## config.mk

```make
export PLATFORM = sky130hd
export DESIGN_NAME = alarm_trigger_ctrl
export DESIGN_NICKNAME = d
export VERILOG_FILES = /design/src/rtl/alarm_trigger_ctrl.sv
export SDC_FILE = /design/constraint.sdc
export NUM_CORES = 1
export LEC_CHECK = 0
export ABC_AREA = 0
export CAP_MARGIN = 25
export CORE_UTILIZATION = 40
export DETAILED_ROUTE_END_ITERATION = 16
export DONT_BUFFER_PORTS = 1
export GPL_TIMING_DRIVEN = 0
export HOLD_SLACK_MARGIN = 0.03
export RECOVER_POWER = 25
export REMOVE_ABC_BUFFERS = 1
export SLEW_MARGIN = 20
export SYNTH_ARGS = -nofsm -noshare
export SYNTH_HDL_FRONTEND = slang
export SYNTH_SLANG_ARGS = --single-unit
```

## constraint.sdc

```tcl
create_clock -name clock -period 1.6 [get_ports clock]
set_input_delay 0.16 -clock clock [delete_from_list [all_inputs] [get_ports clock]]
set_output_delay 0.16 -clock clock [all_outputs]
set_load 0.01 [all_outputs]
```

## src/rtl/alarm_trigger_ctrl.sv

```systemverilog
// alarm_trigger_ctrl: decides when the alarm sounds from stored alarm time vs running time.
//   Inputs : clock, reset (async, active-high), alarm_time_* / current_time_* (BCD hh:mm digits),
//            one_second (1-cycle tick), alarm_button (armed level), stop_alarm, snooze.
//   Outputs: sound_alarm (registered, 1 while ringing), alarm_state (0 IDLE, 1 RINGING, 2 SNOOZE).
//   Build option: define ALARM_SNOOZE_EN to build the SNOOZE state and its counters.
module alarm_trigger_ctrl #(
    parameter int RING_TIMEOUT_S = 60,
    parameter int SNOOZE_MIN     = 5
) (
    input  logic       clock,
    input  logic       reset,
    input  logic [3:0] alarm_time_ms_hr,
    input  logic [3:0] alarm_time_ls_hr,
    input  logic [3:0] alarm_time_ms_min,
    input  logic [3:0] alarm_time_ls_min,
    input  logic [3:0] current_time_ms_hr,
    input  logic [3:0] current_time_ls_hr,
    input  logic [3:0] current_time_ms_min,
    input  logic [3:0] current_time_ls_min,
    input  logic       one_second,
    input  logic       alarm_button,
    input  logic       stop_alarm,
    input  logic       snooze,
    output logic       sound_alarm,
    output logic [1:0] alarm_state
);
    localparam logic [1:0] IDLE    = 2'd0;
    localparam logic [1:0] RINGING = 2'd1;
    logic [1:0] state_q, state_d;
    logic [7:0] ring_sec_q, ring_sec_d;
    logic       match, match_q, trigger, quit;
`ifdef ALARM_SNOOZE_EN
    localparam logic [1:0] SNOOZE = 2'd2;
    logic [3:0] snooze_min_cnt_q, snooze_min_cnt_d;
    logic [5:0] snooze_sec_q, snooze_sec_d;
`else
    localparam int unused_snooze_min = SNOOZE_MIN;
    logic unused_snooze;
    assign unused_snooze = snooze;
`endif

    assign match = {alarm_time_ms_hr, alarm_time_ls_hr, alarm_time_ms_min, alarm_time_ls_min} ==
                   {current_time_ms_hr, current_time_ls_hr, current_time_ms_min, current_time_ls_min};
    // Only the first cycle of a match fires; match_q resets high so 00:00 == 00:00 after reset is silent.
    assign trigger     = match & ~match_q;
    assign quit        = stop_alarm | ~alarm_button;
    assign alarm_state = state_q;

    always_comb begin
        state_d    = state_q;
        ring_sec_d = ring_sec_q;
`ifdef ALARM_SNOOZE_EN
        snooze_min_cnt_d = snooze_min_cnt_q;
        snooze_sec_d     = snooze_sec_q;
`endif
        case (state_q)
            IDLE: begin
                if (trigger & alarm_button) begin
                    state_d    = RINGING;
                    ring_sec_d = 8'd0;
                end
            end
            RINGING: begin
                if (quit) state_d = IDLE;
`ifdef ALARM_SNOOZE_EN
                else if (snooze) begin
                    state_d          = SNOOZE;
                    snooze_min_cnt_d = 4'(SNOOZE_MIN);
                    snooze_sec_d     = 6'd0;
                end
`endif
                else if (one_second) begin
                    if (ring_sec_q == 8'(RING_TIMEOUT_S - 1)) state_d = IDLE;
                    else ring_sec_d = ring_sec_q + 8'd1;
                end
            end
`ifdef ALARM_SNOOZE_EN
            SNOOZE: begin
                if (quit) state_d = IDLE;
                else if (one_second) begin
                    if (snooze_sec_q == 6'd59) begin
                        snooze_sec_d     = 6'd0;
                        snooze_min_cnt_d = snooze_min_cnt_q - 4'd1;
                        if (snooze_min_cnt_q == 4'd1) begin
                            state_d    = RINGING;
                            ring_sec_d = 8'd0;
                        end
                    end else begin
                        snooze_sec_d = snooze_sec_q + 6'd1;
                    end
                end
            end
`endif
            default: state_d = IDLE;
        endcase
    end

    always_ff @(posedge clock or posedge reset) begin
        if (reset) begin
            state_q     <= IDLE;
            sound_alarm <= 1'b0;
            ring_sec_q  <= 8'd0;
            match_q     <= 1'b1;
`ifdef ALARM_SNOOZE_EN
            snooze_min_cnt_q <= 4'd0;
            snooze_sec_q     <= 6'd0;
`endif
        end else begin
            state_q     <= state_d;
            sound_alarm <= state_d == RINGING;
            ring_sec_q  <= ring_sec_d;
            match_q     <= match;
`ifdef ALARM_SNOOZE_EN
            snooze_min_cnt_q <= snooze_min_cnt_d;
            snooze_sec_q     <= snooze_sec_d;
`endif
        end
    end
endmodule

```

**Word level (Yosys, flattened, before mapping)**

Cells that the tools add are included.

- Flip-flop bits (word level): 12
- Input bits: 38
- Logic and storage cells: 31

- Add/sub/neg operators: 1
- Eq/ne operators: 8
- Muxes and demuxes: 10
- Bitwise gates (word level): 5
- Reductions and logical operators: 3

Operators with widths:

| operator | count |
|---|---|
| two-way mux 8 bit | 4 |
| equality test 16 bit | 1 |
| one-hot mux 8 bit (2 select lines) | 1 |
| adder 8 x 1 -> 8 bit (second input constant) | 1 |
| equality test 8 x 6 -> 1 bit (second input constant) | 1 |
| two-way mux 2 bit | 4 |
| inequality test 2 bit (second input constant) | 4 |
| AND reduction 5 bit | 1 |
| equality test 2 x 1 -> 1 bit (second input constant) | 2 |
| one-hot mux 2 bit (2 select lines) | 1 |
| AND 1 bit | 2 |
| zero test 2 bit | 1 |
| inverter 1 bit | 2 |
| nonzero test 2 bit | 1 |
| OR 1 bit | 1 |

**Longest topological paths before layout**

Gate-level depths: netlist of the first run.

- Depth in word-level cells: 6
- Depth in mapped cells: 5
- Depth with buffers taken out: 5

**Worst setup path after synthesis of the first run**

No wires, ideal clock.

- Kind: register to register
- From: reg ring_sec_q[0]
- To: reg ring_sec_q[3]
- Setup time: 152 ps
- Data arrival time: 1573 ps
- Setup slack: -125 ps
- Stages on the path, launching flop included: 6
- Path through: dfrtp_1 ha_1 or4b_4 o211a_4 o211ai_1 a21oi_1

- Word-level cells in the longest chain between the ends: 5
- Elaborated cells between the ends (all ways): 8
- Those cells by class: 1 x add/sub; 2 x eq/ne; 4 x mux; 1 x reduce/logical

Ends and longest elaborated chain:

| what | RTL line | text |
|---|---|---|
| start, declared | 30 | `logic [7:0] ring_sec_q, ring_sec_d;` |
| start signal, assigned | 111 | `ring_sec_q <= ring_sec_d;` |
| adder 8 x 1 -> 8 bit | 74 | `else ring_sec_d = ring_sec_q + 8'd1;` |
| two-way mux 8 bit | 73 | `if (ring_sec_q == 8'(RING_TIMEOUT_S - 1)) state_d = IDLE;` |
| two-way mux 8 bit | 72 | `else if (one_second) begin` |
| two-way mux 8 bit | 64 | `if (quit) state_d = IDLE;` |
| one-hot mux 8 bit (2 select lines) | 56 | `case (state_q)` |

Parallel ways exist; a longest one is shown, timed or not. The select of a mux whose other input is x is not followed.
A chain may end at the register's enable or synchronous reset.

**Worst setup path in the final report of the first run**

- From: reg ring_sec_q[0]
- To: reg ring_sec_q[2]

Same word-level chain as after synthesis.

==> results by group, run 1 <==
Setup path
  – Startpoint Class: flip-flop
  – Setup crit end kind: flip-flop
  – CP Data Required Time: 1.74 ns
  – Setup Crit Path Kind: flip-flop to flip-flop
  – CP arrival: 1.86 ns
  – Worst Path Max Fanout: 5

Floorplanning
  – IO Pins: 41
  – DIE WIDTH: 49.6 µm
  – Die footprint: 2460 µm²
  – Std-Cell Rows: 16
  – Chip height: 49.6 µm
  – Core footprint: 2040 µm²
  – Starting Density: 0.444

Layout
  – Fillers: 205
  – ANT cells: 0
  – Nets: 141
  – Synthesis-to-layout area growth: 18.6%
  – Post-Layout Cell Count: 128
  – Fraction of layout cells with a size suffix above 1: 0.297
  – Final Instance Area: 1070 µm²

Pwr
  – Flop pwr share: 0.499
  – PwrDens: 571 nW/µm²
  – Pint: 480 µW
  – Switch Pwr: 134 µW
  – Sw Ratio: 0.218
  – Logic pwr share: 0.099
  – Maximum VDD drop: 0.493 mV
  – Clock power share: 0.402
  – Leak pwr: 0.000402 µW

Placed design
  – Routability Congestion: 0.748
  – HPWL after DPL: 1.41 mm
  – Number of I/O port buffers: 0
  – DP Cell Count: 118
  – Post-DP Area: 941 µm²

Synthesis
  – #FFs+latches synth: 12
  – Yosys cell types: 37
  – Cell count after synthesis: 92
  – Sequential area share after synthesis: 0.333
  – Synth Cell Area: 906 µm²
  – Most used flip-flop cell after synthesis: dfrtp_1
  – Post-synth EDFFs: 0
  – Yosys warnings: 0
  – Syn Area/Cell: 9.85 µm²
  – Async SR Flop Fraction: 1.00

Route
  – Via count: 756
  – Final ANT Viol Nets: 0
  – Drt wl/cell: 15.2 µm
  – Final WL: 1.95 mm
  – Via density: 5.91
  – Initial DRC Count: 20
  – DRT Pass-1 Iters: 4
  – DRC viols: 0

Clocking
  – CTS buffer count: 3
  – CTS H-tree depth: 1
  – Worst-Skew Late Latency: 0.28 ns
  – Clk buf depth: 2
  – CTS tree: done
  – CTS sink count: 12
  – Clk pin slew, worst setup/hold paths: 0.08 ns
  – Clock Tree Root: clkbuf_4

Global routing
  – Largest net degree at the start of global routing: 13
  – Initial antenna violation count: 0
  – Vias in the first global route: 727
  – First-pass GRT wire length: 3.29 mm
  – GR Util All Layers: 0.174
  – Total grt overflow: 0

Outcome
  – Status: complete, but fails checks
  – Failing checks: setup timing

STA
  – Tightest Pin Transition: 0.638 ns
  – RSZ-0062 raised after global routing: yes
  – Worst slew margin: 0.571
  – Hold Vio Cnt, Final: 0
  – Setup-failing EPs final: 8
  – Fmax: 581 MHz
  – Clk_skew: 0.00661 ns
  – Final TNS setup: -0.625 ns
  – Final period util: 1.08
  – Slew Viols, Final: 0
  – Minimum clock period: 1.72 ns
  – Post-route worst setup slack: -0.121 ns

Job
  – Max cap viols: 0

Hold path
  – Worst hold-check path type: input pin to flip-flop
[kinds of logic after synthesis]
kind of cell,count (synthesis),share of synthesized area
adder cells (fa/ha/maj),1,0.0138
flip-flops,12,0.333
AND/OR/NAND/NOR,33,0.233
AO/OA/AOI/OAI,21,0.202
other,1,0.00414
buffers and inverters,5,0.0262
multiplexers,2,0.0235
XOR/XNOR,17,0.164
[metal layers]
layer	up-vias	part of all wire	wire length (µm)	track usage
li1	368	-	-	-
met1	367	0.44	856	0.220
met5	-	0	0	0
met4	0	0	0	0.0143
met3	0	0.056	109	0.0525
met2	21	0.50	985	0.300
[final timing paths]
check | start | to | slack, ns | cells past startpoint
worst min register to register | ring_sec_q[6] | ring_sec_q[6] | 0.62 | 2
max in group asynchronous | reset | ring_sec_q[2] | 0.92 | 2
min in group asynchronous | reset | ring_sec_q[7] | 0.33 | 2
worst min-delay path | alarm_time_ms_hr[3] | match_q | 0.09 | 3
worst max-delay path | ring_sec_q[0] | ring_sec_q[2] | -0.12 | 5
worst max register to register | ring_sec_q[0] | ring_sec_q[2] | -0.12 | 5
[worst max-delay path: stages, from the launching register on]
cell and delay, ns:
dfrtp_1 0.42, ha_4 0.16, or4b_4 0.50, o211a_4 0.28
o211ai_1 0.18, a21oi_1 0.06
[cell type report]
type                            count  area, µm²  area share
Multi-Input combinational cell     75        632       0.588
Sequential cell                    12        303       0.282
Timing Repair Buffer                7       58.8      0.0547
Clock buffer                        4       36.3      0.0338
Tap cell                           27       33.8      0.0314
Inverter                            3       11.3      0.0105
[timing repair]
item / CTS / global route
resized for setup: 6 / 3
hold endpoints to repair: 11 / 0
setup buffers: 4 / 1
pin swaps: 3 / 4
hold buffers: 1 / 0
gates cloned: 0 / 0
setup endpoints to repair: 10 / 8
[power by group through the flow]
stage          logic [µW]  clock network (µW)  registers [µW]
3_5_place_dp         58.3                   0             312
5_1_grt              69.5                 271             307
2_1_floorplan        50.5                   0             312
3_3_place_gp         55.5                   0             312
6_report             60.8                 247             306
4_1_cts              61.8                 252             307
[cells in the final DEF, fill, tap and decap left out, types with 2 or more instances in the layout]
cell and n:
a21oi_1 3, a22o_1 2, buf_4 5, clkbuf_4 3
dfrtp_1 10, inv_1 3, nand2_1 7, nand3_1 5
nand4_1 5, o211ai_1 4, o211ai_2 3, or3_1 3
or4b_4 2, xnor2_1 17
[Yosys cell counts (all sizes together) (2+ instances only)]
cell | count | area [µm²]
xnor2 | 17 | 149
or3 | 3 | 18.8
nand3 | 6 | 30.0
dfrtp | 11 | 275
o211ai | 7 | 67.6
buf | 2 | 12.5
inv | 3 | 11.3
nand2 | 7 | 26.3
o2111ai | 2 | 17.5
nand4 | 5 | 31.3
a22o | 2 | 17.5
nor4b | 2 | 17.5
a21oi | 3 | 15.0
or4b | 2 | 23.8
[metrics by stage]
step | hold slack [ns] | setup WS (ns) | total power (µW) | util
finish | 0.0867 | -0.121 | 614 | 0.526
global route | 0.0894 | -0.204 | 647 | 0.526
CTS | 0.0898 | -0.100 | 620 | 0.513
detailed placement | 0.0906 | -0.280 | 370 | 0.461
global placement | 0.0879 | -0.905 | 368 | 0.454
floorplan | 0.0240 | -0.273 | 362 | -
[state kept, by name (all words and copies together) (netlist names)]
name and cells:
alarm_state 2, match_q 1, ring_sec_q 8, sound_alarm 1
Note: power is estimated with default switching activity, not from simulation.
==> run 2, diff against run 1 <==
--- a/config.mk
+++ b/config.mk
@@ -14,7 +14,6 @@
 export HOLD_SLACK_MARGIN = 0.03
 export RECOVER_POWER = 25
 export REMOVE_ABC_BUFFERS = 1
-export SLEW_MARGIN = 20
 export SYNTH_ARGS = -nofsm -noshare
 export SYNTH_HDL_FRONTEND = slang
 export SYNTH_SLANG_ARGS = --single-unit
==> constraint.sdc (replaced) <==
create_clock -name clock -period 1.81 [get_ports clock]
set_input_delay 0.181 -clock clock [delete_from_list [all_inputs] [get_ports clock]]
set_output_delay 0.181 -clock clock [all_outputs]
set_load 0.01 [all_outputs]
==> results by group, run 2 (synthesized netlist as in run 1, its figures left out) <==
Outcome
  – Status: completed

Route
  – Drt wl/cell: 14.6 µm (-4.5%)
  – Initial DRC Count: 12 (-40%)
  – Via count: 746 (-1.3%)
  – Final WL: 1.85 mm (-5.2%)
  – DRT Pass-1 Iters: 4 (unchanged)
  – Via density: 5.87 (-0.55%)
  – Final ANT Viol Nets: 0 (unchanged)
  – DRC viols: 0 (unchanged)

Pwr
  – Maximum VDD drop: 0.342 mV (-31%)
  – PwrDens: 527 nW/µm² (-7.8%)
  – Leak pwr: 0.000392 µW (-2.4%)

Clocking
  – CTS sink count: 12 (unchanged)
  – CTS H-tree depth: 1 (unchanged)
  – Clk buf depth: 2 (unchanged)
  – Worst-Skew Late Latency: 0.28 ns (about the same)
  – Clk pin slew, worst setup/hold paths: 0.08 ns (about the same)
  – CTS tree: done
  – CTS buffer count: 3 (unchanged)
  – Clock Tree Root: clkbuf_4

Setup path
  – Setup crit end kind: flip-flop
  – Delay-heaviest family, CP: simple AND/OR/NAND/NOR gates
  – Slowest stage cell, crit path: or4b_4
  – R2r startpoint: ring_sec_q[1]
  – Setup Crit Path Kind: flip-flop to flip-flop
  – Startpoint Class: flip-flop
  – CP arrival: 1.92 ns (+0.06 ns)
  – Worst Setup SP: ring_sec_q[1]
  – Crit-path max cell delay: 0.50 ns (about the same)
  – Worst Path Max Fanout: 5 (unchanged)
  – CP Data Required Time: 2.01 ns (+0.27 ns)
  – WP buf/inv: 0 (unchanged)
  – Crit-path cells: ha_4 -> or4b_4 -> o211ai_2 -> nand2_1 -> o211ai_1

Layout
  – Final Instance Area: 1030 µm² (-4.4%)
  – Most frequent cells in the layout: xnor2_1 (17), dfrtp_1 (11), nand2_1 (7)
  – Commonest non-fill, non-tap cell in the layout: xnor2_1
  – Fillers: 215 (+4.9%)
  – Nets: 140 (-0.71%)
  – ANT cells: 0 (unchanged)
  – Largest Register: ring_sec_q
  – Post-Layout Cell Count: 127 (-0.78%)
  – Synthesis-to-layout area growth: 13.4%
  – Fraction of layout cells with a size suffix above 1: 0.250 (-0.0470)
  – Largest register FFs: 8 (unchanged)

Placed design
  – Number of I/O port buffers: 0 (unchanged)
  – Routability Congestion: 0.748 (unchanged)
  – DP Cell Count: 118 (unchanged)
  – Pre-CTS setup slack: -0.0700 ns (+0.210 ns)
  – Post-DP Area: 941 µm² (unchanged)
  – HPWL after DPL: 1.41 mm (unchanged)

STA
  – Post-route worst setup slack: 0.0846 ns (+0.206 ns)
  – Final TNS setup: 0 ns (+0.625 ns)
  – Tightest Pin Transition: 0.638 ns (+0.000232 ns)
  – Final period util: 0.953 (-0.123)
  – Worst slew margin: 0.571 (about the same)
  – Clk_skew: 0.00623 ns (-0.000375 ns)
  – Fmax: 580 MHz (-0.23%)
  – RSZ-0062 raised after global routing: yes
  – Minimum clock period: 1.73 ns (+0.00397 ns)
  – Setup-failing EPs final: 0 (-8)
  – Slew Viols, Final: 0 (unchanged)
  – Hold Vio Cnt, Final: 0 (unchanged)

Floorplanning
  – Die footprint: 2460 µm² (unchanged)
  – Chip height: 49.6 µm (unchanged)
  – Starting Density: 0.444 (unchanged)
  – DIE WIDTH: 49.6 µm (unchanged)
  – Std-Cell Rows: 16 (unchanged)
  – Core footprint: 2040 µm² (unchanged)
  – IO Pins: 41 (unchanged)

Global routing
  – First-pass GRT wire length: 3.19 mm (-2.9%)
  – Initial antenna violation count: 0 (unchanged)
  – Vias in the first global route: 715 (-1.7%)
  – Total grt overflow: 0 (unchanged)
  – GR Util All Layers: 0.169 (-0.00518)
  – Largest net degree at the start of global routing: 13 (unchanged)

Job
  – Max cap viols: 0 (unchanged)

Hold path
  – Worst hold-check path type: input pin to flip-flop
  – Min-delay src: alarm_time_ms_min[1]
[run 2: worst paths after layout]
check / endpoint / slack (ns) / depth (start not counted)
worst max-delay path: ring_sec_q[7] / 0.08 / 5
worst min-delay path: match_q / 0.12 / 3
worst max register to register: ring_sec_q[7] / 0.08 / 5
worst min register to register: ring_sec_q[6] / 0.62 / 2
max in group asynchronous: match_q / 1.12 / 2
min in group asynchronous: ring_sec_q[7] / 0.35 / 2
[run 2: per-stage QoR]
stage | hold slack [ns] | power [µW] | utilization
after floorplan | 0.0450 | 320 | -
after global placement | 0.109 | 325 | 0.454
after global routing | 0.115 | 569 | 0.503
after detailed placement | 0.112 | 328 | 0.461
final | 0.116 | 541 | 0.503
after CTS | 0.111 | 546 | 0.493
[run 2: what timing repair did]
item                                    4_1_cts  5_1_grt
setup buffers                                 1        2
pin swaps                                     0        3
resized for setup                             2        0
hold buffers                                  1        0
endpoints found under the hold margin        11        0
endpoints found under the setup margin        5        5
[run 2: routing by layer]
layer	vias up	wire length, µm	global-route usage
met4	0	8	0.0143
met1	362	807	0.210
met2	17	938	0.293
met3	2	95	0.0525
met5	-	0	0
li1	365	-	-
[run 2: worst reg2reg max path, delay by kind of cell, from the launching register on]
| family | cells | cell delay, ns |
|---|---|---|
| compound gates | 2 | 0.46 |
| fa+ha+maj | 1 | 0.16 |
| flops | 1 | 0.43 |
| simple gates | 2 | 0.60 |
[run 2: report_power, final]
part | internal (µW) | total (µW) | switching [µW] | leakage (µW)
combinational | 32.2 | 53.4 | 21.1 | 0.000215
clock | 122 | 217 | 95.1 | 0.0000210
sequential | 269 | 271 | 1.60 | 0.000157
[run 2: area by class of cell]
| cell class | count | area, µm² | share of cell area |
|---|---|---|---|
| Clock buffer | 4 | 36.3 | 0.0353 |
| Sequential cell | 12 | 302 | 0.294 |
| Timing Repair Buffer | 6 | 45.0 | 0.0438 |
| Tap cell | 27 | 33.8 | 0.0329 |
| Multi-Input combinational cell | 75 | 599 | 0.583 |
| Inverter | 3 | 11.3 | 0.0110 |
==> run 3, diff against run 2 <==
--- a/config.mk
+++ b/config.mk
@@ -6,13 +6,12 @@
 export NUM_CORES = 1
 export LEC_CHECK = 0
 export ABC_AREA = 0
-export CAP_MARGIN = 25
+export CAP_MARGIN = 20
 export CORE_UTILIZATION = 40
 export DETAILED_ROUTE_END_ITERATION = 16
 export DONT_BUFFER_PORTS = 1
 export GPL_TIMING_DRIVEN = 0
 export HOLD_SLACK_MARGIN = 0.03
-export RECOVER_POWER = 25
 export REMOVE_ABC_BUFFERS = 1
 export SYNTH_ARGS = -nofsm -noshare
 export SYNTH_HDL_FRONTEND = slang
==> results of run 3 <==
Same layout as run 2: the final DEF is identical, and so are final timing and power.
